`src/rtl/fetch_controller.sv`:
```
// Instruction fetch sequencer: owns the PC, drives imem through req/ack and hands
// fetched words to decode over valid/ready, honouring redirects even mid-access.
`ifndef IMEM_ADDR_WIDTH
`define IMEM_ADDR_WIDTH 8
`endif
`ifndef IMEM_DATA_WIDTH
`define IMEM_DATA_WIDTH 32
`endif

module fetch_controller #(
  parameter logic [`IMEM_ADDR_WIDTH-1:0] RESET_PC = '0
) (
  input  logic                        clk,
  input  logic                        reset_n,
  input  logic                        enable,
  input  logic                        redirect_valid,
  input  logic [`IMEM_ADDR_WIDTH-1:0] redirect_pc,
  output logic                        instr_valid,
  input  logic                        instr_ready,
  output logic [`IMEM_DATA_WIDTH-1:0] instr,
  output logic [`IMEM_ADDR_WIDTH-1:0] instr_pc,
  output logic [`IMEM_ADDR_WIDTH-1:0] pc,
  output logic                        mem_req,
  output logic [`IMEM_ADDR_WIDTH-1:0] mem_addr,
  input  logic                        mem_ack,
  input  logic [`IMEM_DATA_WIDTH-1:0] mem_value
);

  typedef enum logic [1:0] {StIdle, StFetch, StValid, StDiscard} state_e;

  state_e                      state_q, state_d;
  logic [`IMEM_ADDR_WIDTH-1:0] pc_q, pc_d;
  logic [`IMEM_ADDR_WIDTH-1:0] pending_q, pending_d;
  logic [`IMEM_ADDR_WIDTH-1:0] instr_pc_q, instr_pc_d;
  logic [`IMEM_DATA_WIDTH-1:0] instr_q, instr_d;
  state_e                      next_run;

  always_comb begin
    state_d    = state_q;
    pc_d       = pc_q;
    pending_d  = pending_q;
    instr_d    = instr_q;
    instr_pc_d = instr_pc_q;
    next_run   = enable ? StFetch : StIdle;
    unique case (state_q)
      StIdle: begin
        if (redirect_valid) pc_d = redirect_pc;
        if (enable) state_d = StFetch;
      end
      StFetch: begin
        if (mem_ack) begin
          if (redirect_valid) begin
            pc_d    = redirect_pc;
            state_d = next_run;
          end else begin
            instr_d    = mem_value;
            instr_pc_d = pc_q;
            pc_d       = pc_q + 1'b1;
            state_d    = StValid;
          end
        end else if (redirect_valid) begin
          // pc keeps the abandoned address so mem_addr stays stable until ack
          pending_d = redirect_pc;
          state_d   = StDiscard;
        end
      end
      StValid: begin
        if (redirect_valid) begin
          pc_d    = redirect_pc;
          state_d = next_run;
        end else if (instr_ready) begin
          state_d = next_run;
        end
      end
      StDiscard: begin
        if (redirect_valid) pending_d = redirect_pc;
        if (mem_ack) begin
          pc_d    = redirect_valid ? redirect_pc : pending_q;
          state_d = next_run;
        end
      end
      default: state_d = StIdle;
    endcase
  end

  always_ff @(posedge clk) begin
    if (!reset_n) begin
      state_q    <= StIdle;
      pc_q       <= RESET_PC;
      pending_q  <= '0;
      instr_q    <= '0;
      instr_pc_q <= '0;
    end else begin
      state_q    <= state_d;
      pc_q       <= pc_d;
      pending_q  <= pending_d;
      instr_q    <= instr_d;
      instr_pc_q <= instr_pc_d;
    end
  end

  assign mem_req     = (state_q == StFetch) || (state_q == StDiscard);
  assign instr_valid = (state_q == StValid);
  assign mem_addr    = pc_q;
  assign pc          = pc_q;
  assign instr       = instr_q;
  assign instr_pc    = instr_pc_q;

endmodule

```
`config.mk`:
```
export PLATFORM = sky130hd
export DESIGN_NAME = fetch_controller
export DESIGN_NICKNAME = d
export VERILOG_FILES = /design/src/rtl/fetch_controller.sv
export SDC_FILE = /design/constraint.sdc
export NUM_CORES = 1
export LEC_CHECK = 0
export BUFFER_PORTS_ARGS = -buffer_cell sky130_fd_sc_hd__buf_2
export CORE_MARGIN = 2
export CORE_UTILIZATION = 50
export CTS_BUF_LIST = sky130_fd_sc_hd__clkbuf_16
export DETAILED_ROUTE_END_ITERATION = 12
export PLACE_DENSITY = 0.91
export SLEW_MARGIN = 25
export SYNTH_ARGS = -nofsm -noshare
export SYNTH_HDL_FRONTEND = slang
export SYNTH_SLANG_ARGS = --single-unit
```
`constraint.sdc`:
```
create_clock -name clk -period 1.9 [get_ports clk]
set_input_delay 0.285 -clock clk [delete_from_list [all_inputs] [get_ports clk]]
set_output_delay 0.285 -clock clk [all_outputs]
set_load 0.05 [all_outputs]
```
==> results.yml <==
timing:
  final.setup.tns_ns: 0
  fin_skew_ns: 0.00646
  max_slew_margin_pct: 69.8
  finalWorstPathRequiredPeriod_ns: 1.70
  holdWs_ns: 0.201
  maxSlewViolCount: 0
  setup_viol: 0
  final.period_utilization_pct: 89.3
  clock.fmax_mhz: 590
  worst_slew_pin_slew_ns: 0.453
  grt_setup_unrepaired: "no"
  final-hold-violation-count: 0
pwr:
  swShare_pct: 27.8
  switchingPower_mw: 0.930
  p_clk_share_pct: 45.8
  seqPwrFrac_pct: 39.3
  power.density_nw_per_um2: 973
  power.total_mw: 3.34
  leakagePower_nw: 1.57
  power_frac_comb_pct: 14.9
  intPower_mw: 2.41
  ir_worst_vdd_mv: 0.617
yosys:
  synth_compound_area_share_pct: 20.9
  synth_area_um2: 2650
  ys_ff_latch: 58
  syn_nets: 355
  synthAdderAreaFrac_pct: 0.472
  synth_edf_count: 0
  yosysTopAreaCellShare_pct: 43.8
  synthTopCellsByArea: "dfxtp_1 44%, nand2_1 13%, a21boi_0 7.9%"
  synthTopCellsByCount: "89 x nand2_1, 58 x dfxtp_1, 28 x a21boi_0"
  synthSimpleGateAreaFrac_pct: 22.5
  async_flop_share_pct: 0
  synthMuxAreaShare_pct: 3.82
  synth_ff_type: "dfxtp_1"
  yosys_warnings: 0
  synth.avg_cell_area_um2: 8.61
  synth_cells: 308
  ys_types: 39
  synth_xor_area_share_pct: 1.32
  synth_top_family_by_area: "simple AND/OR/NAND/NOR gates"
  synth_most_common_cell: "nand2_1"
  yosysSeqAreaShare_pct: 43.8
  synth_top_area_cell: "dfxtp_1"
grt:
  use_met1_pct: 28.1
  grt_util_met2_pct: 39.9
  grt-busiest-layer: "met2"
  grt_use_total_pct: 23.0
  grt_pass1_vias: 2313
  grt_use_met3_pct: 5.53
  grt_pass1_wl_um: 10900
  grt_overflow_total: 0
  grt_max_degree: 29
  antenna_found_initial: 0
layout:
  postLayoutCoreUtil_pct: 67.3
  diodes: 0
  design_area_um2: 3440
  area_delta_synth_final_pct: 29.5
  final_nets: 450
  fillCellCount: 420
  drive_gt1_share_pct: 33.3
setup_path:
  criticalPathCategory: "flop to output port"
  slowest_stage: "dfxtp_1"
  crit_buf_inv: 2
  critPathArrivalTime_ns: 1.41
  end_kind: "output port"
  path_cells: "inv_2 -> nor2_1 -> buf_2"
  crit_path_start_kind: "flop"
  crit_fanout: 9
  worstPathRequired_ns: 1.62
  worst_path_largest_cell_delay_ns: 0.52
  crit_family: "flip-flops"
cts:
  cts-buffers-inserted: 9
  cts_buffer_depth: 2
  ctsResizeCount: 0
  path_clk_slew_ns: 0.06
  cts_hold_repair.buffers: 0
  cts.sinks: 58
  cts_tree: "done"
  htree_levels: 3
  root_buffer: "clkbuf_16"
  clk_latency_ns: 0.32
  post-cts-setup-buffer-count: 0
place:
  placed_area_um2: 3150
  portBuffers: 103
  dp_hpwl_um: 4660
  gp_congestion: 0.911
route:
  drtAntennaViolNets: 0
  vias: 2489
  first_iter_violations: 100
  drc: 0
  wl_um: 6550
  routedWlPerCell_um: 13.7
  vias_per_cell: 5.21
  dr.pass1.iters: 4
die:
  dieArea_um2: 5900
  fp.dieH_um: 76.8
  ios: 104
  die_w_um: 76.8
  placementRows: 26
  core_um2: 5110
  start_util_pct: 51.9
run:
  cap_viol_max_count: 0
outcome:
  status: "finished, final reports clean"
hold_path:
  hold_path_class: "input port to flop"
[worst min-delay path: cells and delay by family]
| kind | cells | cell delay [ns] |
|---|---|---|
| AND/OR/NAND/NOR | 1 | 0.05 |
| buffers and inverters | 1 | 0.09 |
| AO/OA/AOI/OAI | 1 | 0.05 |
[placed cells by master, fill, tap and decap left out, types with 2 or more instances in the layout]
cell         n
nor2_1       9
clkinv_2     4
nor2b_1     11
a21boi_0    28
buf_2      103
o32ai_1      2
and3b_1      2
xnor2_1      3
o21ai_0      9
a211oi_2     2
and3_1       3
clkbuf_16    9
a21boi_1    13
nand2b_1     5
nand3_1      3
o221ai_1     4
a21oi_1      9
nand2_1     89
nor3_1       3
mux2i_1      9
dfxtp_1     58
buf_4        7
inv_2        3
[layout make-up]
class	instances	area [µm²]	area share (%)
clock inverters	7	61.3	1.78
clock buffers	9	225	6.55
repair buffers	111	588	17.1
flip-flops and latches	58	1160	33.8
well taps	70	87.6	2.55
inverters	3	11.3	0.328
multi-input cells	220	1300	37.9
[power groups by stage]
stage	combinational, mW	sequential, mW	clock [mW]
detailed placement	0.497	1.34	0
CTS	0.500	1.31	1.56
floorplan	0.267	1.44	0
global placement	0.488	1.34	0
finish	0.498	1.31	1.53
global route	0.534	1.32	1.63
[through the flow]
step / worst slack, ns / cells
after detailed placement: 0.328 / 462
after CTS: 0.211 / 478
after floorplan: 0.298 / 308
after global routing: 0.130 / 478
final: 0.204 / 478
after global placement: 0.397 / 462
[layer usage]
metal	routed length, µm	up-vias
met5	0	-
met2	3250	108
met3	511	7
met1	2730	1154
li1	-	1220
met4	59	0
[worst paths after layout]
check | end | start | slack [ns] | depth (start not counted)
max | instr_valid | state_q[1] | 0.20 | 3
min | instr[28] | mem_value[28] | 0.20 | 3
max reg2reg | instr[0] | state_q[0] | 0.32 | 5
min reg2reg | instr_pc[7] | instr_pc[7] | 0.45 | 2
[kinds of logic after synthesis]
family | after synthesis
DFF | 58
muxes | 10
adders and majority gates | 1
buffers and inverters | 30
and+or+nand+nor | 130
xor gates and xnor gates | 4
AOI/OAI and AO/OA | 75
[state kept, by name (all words and copies together), names as in the netlist]
register and count:
instr 32, pending_q 8, mem_addr 8, state_q 2, instr_pc 8
Note: power is estimated with default switching activity, not from simulation.
